$ cat config.mk
export PLATFORM = sky130hd
export DESIGN_NAME = clk_div_ctrl
export DESIGN_NICKNAME = d
export VERILOG_FILES = /design/src/rtl/clk_div_pkg.sv /design/src/rtl/clk_div_core.sv /design/src/rtl/clk_div_ctrl.sv
export SDC_FILE = /design/constraint.sdc
export NUM_CORES = 1
export LEC_CHECK = 0
export ABC_CLOCK_PERIOD_IN_PS = 4560
export CAP_MARGIN = 20
export CORE_ASPECT_RATIO = 0.6
export CORE_MARGIN = 4
export CORE_UTILIZATION = 28
export DETAILED_ROUTE_END_ITERATION = 16
export SYNTH_ARGS = -nofsm -noshare
export SYNTH_HDL_FRONTEND = slang
export SYNTH_SLANG_ARGS = --single-unit
$ cat constraint.sdc
create_clock -name clk -period 4.56 [get_ports clk]
set_clock_uncertainty 0.05 [all_clocks]
set_input_delay 0.456 -clock clk [delete_from_list [all_inputs] [get_ports clk]]
set_output_delay 0.456 -clock clk [all_outputs]
set_load 0.01 [all_outputs]
$ cat src/rtl/clk_div_pkg.sv
// Shared definitions for the clock divider controller.
//   state_e       : controller FSM states (idle / running / draining last period)
//   DIV_MIN       : smallest legal divide ratio
//   DIV_W_DEFAULT : default width of the divide-ratio field
package clk_div_pkg;

    typedef enum logic [1:0] {
        StIdle  = 2'd0,
        StRun   = 2'd1,
        StDrain = 2'd2
    } state_e;

    localparam int unsigned DIV_MIN       = 2;
    localparam int unsigned DIV_W_DEFAULT = 8;

endpackage

$ cat src/rtl/clk_div_core.sv
// Period counter plus registered divided clock and tick generation.
// Ports:
//   clk, rst_n : system clock, async active-low reset
//   div        : current divide ratio (>= 2)
//   run        : keep counting through this edge; low parks counter at 0, clk_o low
//   restart    : start a fresh period at this edge (cnt<=0, clk_o<=1, tick<=1)
//   clk_o      : divided clock, high for div-(div>>1) cycles of each period
//   tick       : one-cycle pulse in the cycle clk_o rises
//   boundary   : current cycle is the last count of the period (cnt == div-1)
module clk_div_core
    import clk_div_pkg::*;
#(
    parameter int unsigned DIV_W = DIV_W_DEFAULT
) (
    input  logic             clk,
    input  logic             rst_n,
    input  logic [DIV_W-1:0] div,
    input  logic             run,
    input  logic             restart,
    output logic             clk_o,
    output logic             tick,
    output logic             boundary
);

    localparam logic [DIV_W-1:0] CntOne = DIV_W'(1);

    logic [DIV_W-1:0] cnt_q, cnt_d;
    logic [DIV_W-1:0] hi_len;
    logic             clk_q, clk_d;
    logic             tick_q, tick_d;

    // Odd ratios put the extra cycle in the high phase.
    assign hi_len   = div - (div >> 1);
    assign boundary = (cnt_q == (div - CntOne));

    always_comb begin
        cnt_d  = '0;
        clk_d  = 1'b0;
        tick_d = 1'b0;
        if (restart || (run && boundary)) begin
            cnt_d  = '0;
            clk_d  = 1'b1;
            tick_d = 1'b1;
        end else if (run) begin
            cnt_d = cnt_q + CntOne;
            clk_d = (cnt_d < hi_len);
        end
    end

    always_ff @(posedge clk or negedge rst_n) begin
        if (!rst_n) begin
            cnt_q  <= '0;
            clk_q  <= 1'b0;
            tick_q <= 1'b0;
        end else begin
            cnt_q  <= cnt_d;
            clk_q  <= clk_d;
            tick_q <= tick_d;
        end
    end

    assign clk_o = clk_q;
    assign tick  = tick_q;

endmodule

$ cat src/rtl/clk_div_ctrl.sv
// Clock divider controller: run/drain FSM, ratio handshake and pending ratio.
// Ports:
//   clk, rst_n : system clock, async active-low reset
//   en         : level request to run the divided clock
//   cfg_valid  : new ratio offered on cfg_div
//   cfg_div    : requested ratio N
//   cfg_ready  : a new ratio can be accepted (low while a ratio is pending)
//   cfg_err    : one-cycle pulse after an offered ratio below DIV_MIN was discarded
//   clk_o      : divided clock (registered)
//   tick       : one-cycle pulse in the cycle clk_o rises
//   busy       : FSM is not idle
module clk_div_ctrl
    import clk_div_pkg::*;
#(
    parameter int unsigned DIV_W       = DIV_W_DEFAULT,
    parameter int unsigned DIV_DEFAULT = 2
) (
    input  logic             clk,
    input  logic             rst_n,
    input  logic             en,
    input  logic             cfg_valid,
    input  logic [DIV_W-1:0] cfg_div,
    output logic             cfg_ready,
    output logic             cfg_err,
    output logic             clk_o,
    output logic             tick,
    output logic             busy
);

    state_e           state_q, state_d;
    logic [DIV_W-1:0] div_cur_q, div_cur_d;
    logic [DIV_W-1:0] pend_q, pend_d;
    logic             pend_valid_q, pend_valid_d;
    logic             cfg_err_q, cfg_err_d;
    logic             boundary;
    logic             run;
    logic             restart;
    logic             xfer;
    logic             div_ok;
    logic             apply;

    always_comb begin
        state_d = state_q;
        unique case (state_q)
            StIdle:  if (en) state_d = StRun;
            StRun:   if (!en) state_d = boundary ? StIdle : StDrain;
            StDrain: begin
                // Re-enabling while draining keeps the current phase untouched.
                if (en)            state_d = StRun;
                else if (boundary) state_d = StIdle;
            end
            default: state_d = StIdle;
        endcase
    end

    // Core looks at the next state so the final boundary edge already drives clk_o low.
    assign run     = (state_d != StIdle);
    assign restart = (state_q == StIdle) && (state_d == StRun);

    assign cfg_ready = !pend_valid_q;
    assign xfer      = cfg_valid && cfg_ready;
    assign div_ok    = (cfg_div >= DIV_W'(DIV_MIN));
    // In idle there is no period to protect, so a leftover pending ratio lands at once.
    assign apply     = pend_valid_q && ((state_q == StIdle) || boundary);

    always_comb begin
        div_cur_d    = div_cur_q;
        pend_d       = pend_q;
        pend_valid_d = pend_valid_q;
        cfg_err_d    = xfer && !div_ok;
        if (apply) begin
            div_cur_d    = pend_q;
            pend_valid_d = 1'b0;
        end
        // xfer needs cfg_ready, so it never coincides with apply.
        if (xfer && div_ok) begin
            if (state_q == StIdle) begin
                div_cur_d = cfg_div;
            end else begin
                pend_d       = cfg_div;
                pend_valid_d = 1'b1;
            end
        end
    end

    always_ff @(posedge clk or negedge rst_n) begin
        if (!rst_n) begin
            state_q      <= StIdle;
            div_cur_q    <= DIV_W'(DIV_DEFAULT);
            pend_q       <= '0;
            pend_valid_q <= 1'b0;
            cfg_err_q    <= 1'b0;
        end else begin
            state_q      <= state_d;
            div_cur_q    <= div_cur_d;
            pend_q       <= pend_d;
            pend_valid_q <= pend_valid_d;
            cfg_err_q    <= cfg_err_d;
        end
    end

    assign cfg_err = cfg_err_q;
    assign busy    = (state_q != StIdle);

    clk_div_core #(
        .DIV_W(DIV_W)
    ) u_core (
        .clk      (clk),
        .rst_n    (rst_n),
        .div      (div_cur_q),
        .run      (run),
        .restart  (restart),
        .clk_o    (clk_o),
        .tick     (tick),
        .boundary (boundary)
    );

endmodule

After elaboration in Yosys (flattened, before gate mapping)
Cells that the tools add are included.

operators by class
  equality and inequality tests = 4
  mux-type cells = 17
  magnitude comparators = 2
  bitwise logic cells = 1
  reductions and logical operators = 14
  add/subtract/negate cells = 3

operators by type and width
  operator               number
  $mux W8                5
  $mux W2                5
  $add A8 B1 Y8 const B  1
  $eq A8 B8 Y1           1
  $ge A8 B2 Y1 const B   1
  $lt A8 B8 Y1           1
  $sub A8 B1 Y8 const B  1
  $sub A8 B7 Y8          1
  $logic_and A1 B1 Y1    6
  $mux W1                6
  $pmux W2 S3            1
  $eq A2 B1 Y1 const B   2
  $reduce_bool A2 Y1     2
  $eq A2 B2 Y1 const B   1
  $logic_not A1 Y1       2
  $logic_not A2 Y1       1
  $logic_or A1 B1 Y1     2
  $reduce_and A2 Y1      1
  $not A1 Y1             1

word-level totals
  output and inout bits = 5
  flip-flop bits (word level) = 30
  input bits = 12
  logic and storage cells = 49

Logic depth before layout (Yosys ltp)
Gate-level depths: netlist of run 1.

  word-level depth = 9
  mapped depth = 15
  depth with buffers taken out = 15

Cells and area by module
From an unflattened synthesis of run 1, not the netlist that was laid out.

unflattened totals
  cell total of the unflattened synthesis = 219
  area total of the unflattened synthesis = 2204.6 um2

modules (own cells, without submodules)
  module        cells each  instances  seq. area each (um2)  area each (um2)
  clk_div_core  131         1          250.2                 1227.4
  clk_div_ctrl  88          1          501.7                 977.2

Worst setup path after synthesis of run 1
No wires, ideal clock.

  path type = register to register
  start point = register div_cur_q[1]
  end point = register u_core.clk_q, in the netlist u_core.clk_o
  clock period less this slack = 2934 ps
  path buffers = 0
  data arrival time = 2780 ps
  slack = 1626 ps
  required time = 4406 ps
  stages on the path, launching flop included = 13
  library setup time = 104 ps
  path through = dfstp_2 ha_1 inv_1 fa_1 a21oi_1 o21bai_1 xnor2_1 ha_1 a21o_1 a2111oi_0 o21a_1 o21bai_1 a221oi_1

between the ends
  longest elaborated chain between the ends = 9
  elaborated cells between the ends (all ways) = 16
  classes of those cells = add/sub (2); order compare (1); eq/ne (2); mux (7); reduce/logical (4)

ends and longest elaborated chain
  item                                                line                                    RTL
  start: declaration                                  clk_div_ctrl.sv:31                      logic [DIV_W-1:0] div_cur_q, div_cur_d;
  start signal: assignment                            clk_div_ctrl.sv:89                      div_cur_q <= DIV_W'(DIV_DEFAULT);
  start signal: assignment                            clk_div_ctrl.sv:95                      div_cur_q <= div_cur_d;
  $sub A8 B1 Y8                                       clk_div_core.sv:34                      assign boundary = (cnt_q == (div - CntOne));
  $eq A8 B8 Y1                                        clk_div_core.sv:34
  $mux W2, on equally long branches                   clk_div_ctrl.sv:50, clk_div_ctrl.sv:46
  $mux W2, on equally long branches                   clk_div_ctrl.sv:49, clk_div_ctrl.sv:46
  $pmux W2 S3                                         clk_div_ctrl.sv:44                      unique case (state_q)
  $eq A2 B1 Y1 or $reduce_bool A2 Y1 (tied branches)  clk_div_ctrl.sv:58, clk_div_ctrl.sv:57
  $logic_and A1 B1 Y1, on equally long branches       clk_div_ctrl.sv:58, clk_div_core.sv:40
  $logic_or A1 B1 Y1                                  clk_div_core.sv:40                      if (restart || (run && boundary)) begin
  $mux W1 (*)                                         clk_div_core.sv:40
  net u_core.clk_d                                    clk_div_core.sv:29                      logic clk_q, clk_d;
  end signal: assignment                              clk_div_core.sv:57                      clk_q <= clk_d;
  end: declaration                                    clk_div_core.sv:29

The timed path passes the listed nets; every way through them passes the cells marked *.
A chain may end at the register's enable or synchronous reset.

Worst setup path after layout of run 1
Ends and elaborated chain as after synthesis.

==> flow_summary.toml, run 1 <==
[synth]
yosys_register_bits = 30
synth_adder_area_share = 0.149
synth_top_family_by_area = "adder cells"
synth_simple_gate_area_share = 0.128
synth_mux_area_frac = 0.0825
synth_fp_nets = 232
yosysWarnings = 0
post_synth.cell_area_avg_sq_um = 10.5
synth_xor_area_frac = 0.118
syn_area_sq_um = 2060
synth-compound-area-share = 0.126
synth.yosys.seq_area_share = 0.364
synth_cells = 196
post_synth_num_cell_types = 35

[timing]
finalSetupViolations = 0
fmax_ghz = 0.309
worstMarginPinSlew_ns = 0.836
finalCriticalPeriod_ns = 3.24
final.setup.tns_ns = 0
final.period_utilization = 0.710
grt_setup_unrepaired = "no"
finalHoldWorstSlack_ns = 0.453
relSlewSlack = 0.441
hold_viol_final = 0
final_max_slew_violation_count = 0

[setup_path]
crit_top_cell = "sky130_fd_sc_hd__o21bai_1"
critPathTopFamily = "compound AO/OA/AOI/OAI gates"
max_stage_delay_ns = 0.58
timing.critical_path.required_ns = 4.68
cp_slowest_cell = "sky130_fd_sc_hd__dfstp_2"
worstPathCellList = "inv_1, ha_1, o21bai_1, a21oi_1, o21bai_1, a21oi_1, o21ai_0, xnor2_1, ha_1, a2111oi_0, o21a_1, o21bai_1, a221oi_1"
critical_path.startpoint_type = "register"
worstPathBufferInverterCount = 1
critical_path_class = "reg -> reg"
reg2regPathDepth = 13
regToRegEndpoint = "u_core.clk_o"
worstSetupEndpointType = "register"
critical_path.max_fanout = 5
reg2reg_from = "div_cur_q[1]"
timing.critical_path.arrival_ns = 3.36
timing.reg2reg.setup_slack_ns = 1.32

[placement]
gp_congestion = 0.775
placed_wire_length_estimate_after_detailed_placement_um = 3510
post_dp_cell_area_sq_um = 2330
port_buffers = 16

[clocking]
clkLatencyLatePin_ns = 0.28
ctsHoldBuffers = 0
cts_max_path_buffers = 2
cts_resized = 0
htree_num_levels = 2
cts_post_setup_buffers_inserted = 0
clock_tree_from_tritoncts = "done"
cts_root_buffer = "sky130_fd_sc_hd__clkbuf_16"
sinks_on_clock_net = 30
worst_setup_hold_path_clk_slew_ns = 0.05
cts_made_buffers = 5

[floorplan]
die_h_um = 74.5
row_count = 23
fp.coreArea_sq_um = 6910
floorplan.initialDensity = 0.299
die_x_um = 119
die_area_sq_um = 8850
io-pin-count = 17

[finish]
fill_cells = 718
synthToLayoutAreaGrowth_pct = 20.1
num-nets-final = 254
drive_gt1_frac = 0.123
antennaDiodeCount = 0
multi_input_area_sq_um = 1250
final_design_area_no_fill_sq_um = 2480
sequential_cell_area_sq_um = 752

[route]
remaining_antenna_violation_count_after_routing = 0
drt_iter0_markers = 52
drt_wl_total_um = 4380
detailed_route_via_count = 1437
avgViaCountPerCell = 4.70
drc = 0
detail_route.wl_per_cell_um = 14.3
drt_pass1_iterations = 4

[global_routing]
grt_first_pass_wirelength_um = 7480
global_route.usage.total = 0.110
globalRouteOverflowTotal = 0
first_global_vias = 1467
grt_antenna_before_repair = 0
grt_start_max_net_pins = 31

[run_status]
run_status = "complete, no violations"

[power_and_ir_drop]
static-leakage-power_nw = 1.16
power_density_nw_per_um2 = 695
max-vdd-ir-drop_v = 0.000187

[min_path]
worstHoldEndpoint = "pend_q[0]"
timing.hold.worst.class = "reg -> reg"
count_of_cells_along_the_worst_hold_path = 1
hold_path.startpoint = "pend_q[0]"

[job]
max-cap-violations = 0
[cell usage after synthesis (all sizes together)]
library cell	instances	area [sq um]
o41ai	2	36.3
o21a	1	7.51
o21ai	2	10.0
mux2i	8	80.1
or4	3	22.5
and2	1	6.26
buf	1	5.00
a21o	2	15.0
xnor2	21	191
nor3b	2	15.0
ha	23	288
nand3b	1	20.0
xor2	6	52.6
nand3	7	35.0
a2111oi	1	8.76
mux2	8	90.1
a221oi	1	8.76
inv	15	56.3
nand2b	3	18.8
and3	8	50.1
dfstp	1	26.3
fa	1	20.0
o21bai	5	37.5
nor2	15	56.3
a21oi	16	110
a21boi	2	26.3
nand2	9	33.8
clkbuf	1	3.75
dfrtp	29	726
nand4	1	6.26
[area by class of cell]
cell class                 count  share of cell area
inverter                      15              0.0227
tap                           87              0.0439
multi-input combinational    149               0.503
timing repair buffer          17              0.0677
clock buffer                   8              0.0591
sequential                    30               0.304
[logic make-up (layout without fill, tap and decap cells)]
kind of cell | Yosys count | after routing
buffers and inverters | 17 | 40
DFF | 30 | 30
muxes | 16 | 16
and+or+nand+nor | 50 | 50
adders and majority gates | 24 | 24
AOI/OAI and AO/OA | 32 | 32
xor gates and xnor gates | 27 | 27
[where the power goes]
| group | internal, mW | switching, mW |
|---|---|---|
| Combinational | 0.451 | 0.497 |
| Clock | 0.217 | 0.117 |
| Sequential | 0.353 | 0.0879 |
| Total | 1.02 | 0.701 |
[flip-flops by register name, indices dropped and copies added, names as in the netlist]
name and cells:
div_cur_q 8, pend_q 8, u_core.cnt_q 8, state_q 2, cfg_err 1, pend_valid_q 1
u_core.clk_o 1, u_core.tick 1
[per-stage QoR]
stage,total power [mW],setup WS [ns],std cells,utilization
after floorplan,1.18,1.63,196,-
after global placement,1.38,1.47,298,0.338
after detailed placement,1.39,1.32,298,0.338
after CTS,1.74,1.31,306,0.359
after global routing,1.89,0.993,306,0.359
final,1.72,1.32,306,0.359
[layout by cell type, fill, tap and decap left out, types with 2 or more instances in the layout]
cell,instances
sky130_fd_sc_hd__mux2i_1,8
sky130_fd_sc_hd__xor2_1,6
sky130_fd_sc_hd__and3_1,8
sky130_fd_sc_hd__nor3b_1,2
sky130_fd_sc_hd__nand3_1,7
sky130_fd_sc_hd__inv_1,15
sky130_fd_sc_hd__clkbuf_1,2
sky130_fd_sc_hd__dfrtp_1,29
sky130_fd_sc_hd__clkbuf_16,5
sky130_fd_sc_hd__ha_1,23
sky130_fd_sc_hd__clkdlybuf4s50_1,16
sky130_fd_sc_hd__or4_1,3
sky130_fd_sc_hd__nand2_1,9
sky130_fd_sc_hd__a21o_1,2
sky130_fd_sc_hd__o21ai_0,2
sky130_fd_sc_hd__o21bai_1,5
sky130_fd_sc_hd__a21oi_1,8
sky130_fd_sc_hd__xnor2_1,20
sky130_fd_sc_hd__mux2_2,7
sky130_fd_sc_hd__nand2b_1,3
sky130_fd_sc_hd__a21oi_2,8
sky130_fd_sc_hd__nor2_1,15
[how the worst max path moves through the flow]
| stage | startpoint | end | slack (ns) | cells past startpoint |
|---|---|---|---|---|
| after floorplan | div_cur_q[1] | u_core.clk_o | 1.63 | 12 |
| after global placement | div_cur_q[1] | u_core.clk_o | 1.47 | 12 |
| after detailed placement | div_cur_q[1] | u_core.clk_o | 1.32 | 12 |
| after CTS | div_cur_q[1] | u_core.clk_o | 1.31 | 12 |
| after global routing | div_cur_q[1] | u_core.clk_o | 0.99 | 13 |
| final | div_cur_q[1] | u_core.clk_o | 1.32 | 13 |
[worst reg2reg max path: stages (launching register included)]
cell and delay [ns]:
sky130_fd_sc_hd__dfstp_2 0.58, sky130_fd_sc_hd__inv_1 0.08, sky130_fd_sc_hd__ha_1 0.28, sky130_fd_sc_hd__o21bai_1 0.08, sky130_fd_sc_hd__a21oi_1 0.25, sky130_fd_sc_hd__o21bai_1 0.09, sky130_fd_sc_hd__a21oi_1 0.25, sky130_fd_sc_hd__o21ai_0 0.16
sky130_fd_sc_hd__xnor2_1 0.15, sky130_fd_sc_hd__ha_1 0.19, sky130_fd_sc_hd__a2111oi_0 0.42, sky130_fd_sc_hd__o21a_1 0.22, sky130_fd_sc_hd__o21bai_1 0.08, sky130_fd_sc_hd__a221oi_1 0.24
[layer usage]
metal / wire length [um] / global-route usage
met5: 0 / 0
met4: 65 / 0.0424
met3: 169 / 0.0327
met2: 1560 / 0.142
met1: 2580 / 0.169
Power figures use the tool's default switching activity.
==> inputs of run 2 (changes only) <==
--- a/config.mk
+++ b/config.mk
@@ -5,7 +5,7 @@
 export SDC_FILE = /design/constraint.sdc
 export NUM_CORES = 1
 export LEC_CHECK = 0
-export ABC_CLOCK_PERIOD_IN_PS = 4560
+export ABC_CLOCK_PERIOD_IN_PS = 2770
 export CAP_MARGIN = 20
 export CORE_ASPECT_RATIO = 0.6
 export CORE_MARGIN = 4
==> constraint.sdc (replaced) <==
create_clock -name clk -period 2.77 [get_ports clk]
set_clock_uncertainty 0.05 [all_clocks]
set_input_delay 0.277 -clock clk [delete_from_list [all_inputs] [get_ports clk]]
set_output_delay 0.277 -clock clk [all_outputs]
set_load 0.01 [all_outputs]
==> flow_summary.toml, run 2 (synthesis gave the netlist of run 1 again) <==
[finish]
mostFrequentLayoutCells = "sky130_fd_sc_hd__dfrtp_1 (29), sky130_fd_sc_hd__ha_1 (22), sky130_fd_sc_hd__xnor2_1 (20)"
finish.cell_count_without_fillers = 321
drive_gt1_frac = 0.235
fin_util = 0.391
synthToLayoutAreaGrowth_pct = 31.0
multi_input_area_sq_um = 1300
fill_cells = 686
num-nets-final = 270
final_common_cell = "sky130_fd_sc_hd__dfrtp_1"
reg_top3 = "div_cur_q x8, pend_q x8, u_core.cnt_q x8"
final_design_area_no_fill_sq_um = 2700
antennaDiodeCount = 0
sequential_cell_area_sq_um = 752

[route]
drt_wl_total_um = 4710
remaining_antenna_violation_count_after_routing = 0
drt_pass1_iterations = 4
detail_route.wl_per_cell_um = 14.7
detailed_route_via_count = 1507
avgViaCountPerCell = 4.69
drc = 0
drt_iter0_markers = 71

[setup_path]
timing.critical_path.required_ns = 2.91
critical_path_class = "reg -> reg"
timing.critical_path.arrival_ns = 3.12
crit_end = "u_core.clk_o"
regToRegEndpoint = "u_core.clk_o"
reg2regPathDepth = 12
worstSetupEndpointType = "register"
reg2reg_from = "div_cur_q[1]"
timing.reg2reg.setup_slack_ns = -0.21
crit_start = "div_cur_q[1]"
critical_path.max_fanout = 4
critical_path.startpoint_type = "register"

[floorplan]
die_h_um = 74.5
io-pin-count = 17
fp.coreArea_sq_um = 6910
row_count = 23
die_x_um = 119
die_area_sq_um = 8850
floorplan.initialDensity = 0.299

[global_routing]
global_route.usage.total = 0.114
globalRouteOverflowTotal = 0
grt_start_max_net_pins = 31
grt_first_pass_wirelength_um = 7770
first_global_vias = 1492
grt_antenna_before_repair = 0

[timing]
worstMarginPinSlew_ns = 0.759
finalWorstSetupSlack_ns = -0.211
finalHoldWorstSlack_ns = 0.341
finalSetupViolations = 1
finalCriticalPeriod_ns = 2.98
final.period_utilization = 1.08
final_max_slew_violation_count = 0
grt_setup_unrepaired = "yes"
hold_viol_final = 0
relSlewSlack = 0.492
fmax_ghz = 0.335

[run_status]
run_status = "complete, but fails checks"
violated_checks = "negative setup slack"

[clocking]
cts_max_path_buffers = 2
clkLatencyLatePin_ns = 0.28
cts_made_buffers = 5
sinks_on_clock_net = 30
clock_tree_from_tritoncts = "done"
cts_root_buffer = "sky130_fd_sc_hd__clkbuf_16"
htree_num_levels = 2
worst_setup_hold_path_clk_slew_ns = 0.05

[placement]
gp_congestion = 0.768
port_buffers = 16
placed_cells_incl_taps = 312
post_dp_cell_area_sq_um = 2490
placed_wire_length_estimate_after_detailed_placement_um = 3590

[job]
max-cap-violations = 0

[power_and_ir_drop]
power_density_nw_per_um2 = 1230
static-leakage-power_nw = 1.27
max-vdd-ir-drop_v = 0.000376

[min_path]
timing.hold.worst.class = "in -> async"
run 2: power breakdown:
part	leakage [nW]	switching [mW]	internal [mW]
logic	0.818	0.997	1.01
registers	0.368	0.120	0.580
clock network	0.0829	0.190	0.443
run 2: routing by layer:
metal / share of wire / wire [um] / global-route usage
met2: 0.36 / 1680 / 0.140
met5: 0 / 0 / 0
met4: 0.0072 / 34 / 0.0270
met1: 0.59 / 2790 / 0.185
met3: 0.041 / 193 / 0.0342
run 2: worst max-delay path: stages (launching register included):
cell and delay [ns]:
sky130_fd_sc_hd__dfstp_2 0.57, sky130_fd_sc_hd__inv_2 0.05, sky130_fd_sc_hd__ha_1 0.28, sky130_fd_sc_hd__o21bai_1 0.16
sky130_fd_sc_hd__a21oi_2 0.09, sky130_fd_sc_hd__o21bai_1 0.20, sky130_fd_sc_hd__a21oi_2 0.10, sky130_fd_sc_hd__xnor2_1 0.14
sky130_fd_sc_hd__ha_1 0.35, sky130_fd_sc_hd__a2111oi_4 0.36, sky130_fd_sc_hd__o21a_1 0.20, sky130_fd_sc_hd__o21bai_1 0.09
sky130_fd_sc_hd__a221oi_2 0.24
run 2: how the worst min path moves through the flow:
stage | cells after the start | start | to | slack (ns)
after floorplan | 0 | rst_n | cfg_err | -0.07
after detailed placement | 1 | pend_q[1] | pend_q[1] | 0.45
after global routing | 2 | rst_n | pend_q[7] | 0.40
final | 2 | rst_n | cfg_err | 0.34
after CTS | 2 | rst_n | pend_valid_q | 0.36
after global placement | 1 | pend_q[0] | pend_q[0] | 0.42
run 2: stage by stage:
stage | setup TNS, ns | setup slack, ns | power (mW)
CTS | -0.234 | -0.234 | 3.24
detailed placement | -0.297 | -0.297 | 2.56
global route | -0.509 | -0.413 | 3.63
finish | -0.211 | -0.211 | 3.34
global placement | -0.206 | -0.206 | 2.53
floorplan | -0.0719 | -0.0719 | 1.98
run 2: final cells by class:
class | count | area share
inverters | 15 | 0.0208
flip-flops and latches | 30 | 0.278
clock inverters | 1 | 0.0111
well taps | 87 | 0.0403
repair buffers | 33 | 0.116
multi-input cells | 149 | 0.482
clock buffers | 6 | 0.0514
run 2: repair_timing:
item	4_1_cts	5_1_grt
setup endpoints to repair	1	13
resized for setup	2	7
endpoints found under the hold margin	0	0
hold buffers	0	0
setup buffers	1	1
pin swaps	4	8
==> RTL edit, RTL diff (flow settings as in run 1) <==
Make the reset (`rst_n`) synchronous in 2 clocked blocks. Comments in the files are not updated.
--- a/src/rtl/clk_div_core.sv
+++ b/src/rtl/clk_div_core.sv
@@ -47,7 +47,7 @@
         end
     end
 
-    always_ff @(posedge clk or negedge rst_n) begin
+    always_ff @(posedge clk) begin
         if (!rst_n) begin
             cnt_q  <= '0;
             clk_q  <= 1'b0;
--- a/src/rtl/clk_div_ctrl.sv
+++ b/src/rtl/clk_div_ctrl.sv
@@ -83,7 +83,7 @@
         end
     end
 
-    always_ff @(posedge clk or negedge rst_n) begin
+    always_ff @(posedge clk) begin
         if (!rst_n) begin
             state_q      <= StIdle;
             div_cur_q    <= DIV_W'(DIV_DEFAULT);
Check against the original RTL: differs if rst_n is asserted again (counterexample within 4 cycles, from zero or initial values and one cycle with rst_n low); with rst_n held inactive, the same outputs for 10 cycles.
==> RTL edit against run 1 <==
Highest routed layer unchanged; sequential cell count unchanged; count of clock-buffer cells in the layout decreased by 1; synthesized area decreased by 6.0%; cell area fell by 5.9%; fmax rose by 23%; worst setup slack gained 600 ps; final cell count up 3.6%; routed wire length down 4.5%.
Power is not compared: it rests on default switching activity, and its combinational part moved more than twofold at a synthesized area within 25%.
==> RTL edit: results (changes against run 1) <==
* Post-synthesis sequential area ratio at 0.310 (was 0.364)
* Min-Delay Path Depth at 2 (was 1)
* Vias in the first global route at 1436 (was 1467)
* Top post-synthesis cells by count: 30 x dfxtp_1, 23 x ha_1, 18 x nor2b_1, 16 x mux2i_1 (was 29 x dfrtp_1, 23 x ha_1, 20 x xnor2_1, 15 x inv_1, 15 x nor2_1)
* Met3 WL at 247 um (was 169 um)
* Drt via density at 4.48 (was 4.70)
* Post-synthesis mux area share at 0.0826 (was 0.0825)
* Post-Synthesis Cells at 210 (was 196)
* Global-route wire length before repair at 6960 um (was 7480 um)
* Max stage delay cell, worst path: dfxtp_1 (was dfstp_2)
* Reg2Reg Launch Point: div_cur_q[1] (unchanged)
* Routing usage on met2 at 0.142 (about the same)
* Ys async rst share at 0 (was 1.00)
* Synth Area in Compound Gates at 0.111 (was 0.126)
* Largest net degree at the start of global routing at 17 (was 31)
* Length of routed met2 wiring at 1430 um (was 1560 um)
* DRT met1 WL at 2450 um (was 2580 um)
* FF-to-FF setup slack at 1920 ps (was 1320 ps)
* Layout cells sized above 1 at 0.0435 (was 0.123)
* Crit path time final at 2640 ps (was 3240 ps)
* Worst path max stage delay at 430 ps (was 580 ps)
* Worst Min Path Start: pend_q[5] (was pend_q[0])
* Fin Hold WS at 470 ps (was 453 ps)
* Setup crit end: u_core.clk_o (unchanged)
* Final #Nets at 265 (was 254)
* Synth unique cells at 39 (was 35)
* Routed length per placed instance at 13.2 um (was 14.3 um)
* Adder-cell area share of the yosys netlist at 0.159 (was 0.149)
* Placed cell count at 309 (was 298)
* Worst Hold Path EP: pend_q[5] (was pend_q[0])
* End-of-flow core utilization at 0.348 (was 0.359)
* Placed inst area at 0.00218 mm2 (was 0.00233 mm2)
* Area contributors post-synth: dfxtp_1 31%, ha_1 15%, mux2i_1 8.3%, xnor2_1 6.8%, nor2b_1 5.8% (was dfrtp_1 35%, ha_1 14%, xnor2_1 8.5%, mux2i_1 3.9%, mux2_2 3.8%)
* Synthesized Nets at 246 (was 232)
* FILL cells at 695 (was 718)
* Pre-CTS setup slack at 1860 ps (was 1320 ps)
* Max-slew headroom at 0.620 (was 0.441)
* Gr usage total at 0.109 (was 0.110)
* GP Congestion at 0.776 (was 0.775)
* Met3 global-route usage at 0.0367 (was 0.0327)
* Met1 Use GR at 0.165 (was 0.169)
* Worst path arrival time at 2790 ps (was 3360 ps)
* Hpwl dp at 3370 um (was 3510 um)
* Post-Synth XOR/XNOR Area at 0.108 (was 0.118)
* Outcome: finished, final reports clean (unchanged)
* Initial DRC count at 60 (was 52)
* WL final at 4180 um (was 4380 um)
-- RTL edit: changes by cell type in the layout (fill, tap and decap cells not counted), sizes merged, moves of 6 or more --
cell / delta
mux2i: +8
xnor2: -6
a21oi: -8
nor2b: +18
mux2: -8
dfxtp: +30
o21ai: +8
nor2: -7
dfrtp: -29
-- RTL edit: cell type report --
type / instances / share of cell area
clock buffer: 7 / 0.0612
clock inverter: 1 / 0.00215
inverter: 15 / 0.0241
multi-input combinational: 161 / 0.540
sequential: 30 / 0.258
tap: 87 / 0.0467
timing repair buffer: 16 / 0.0687
-- RTL edit: power groups by stage --
stage,combinational (mW),sequential (mW),clock (mW)
2_1_floorplan,0.139,0.289,0
3_3_place_gp,0.187,0.292,0
3_5_place_dp,0.189,0.292,0
4_1_cts,0.192,0.287,0.337
5_1_grt,0.213,0.288,0.350
6_report,0.190,0.287,0.332
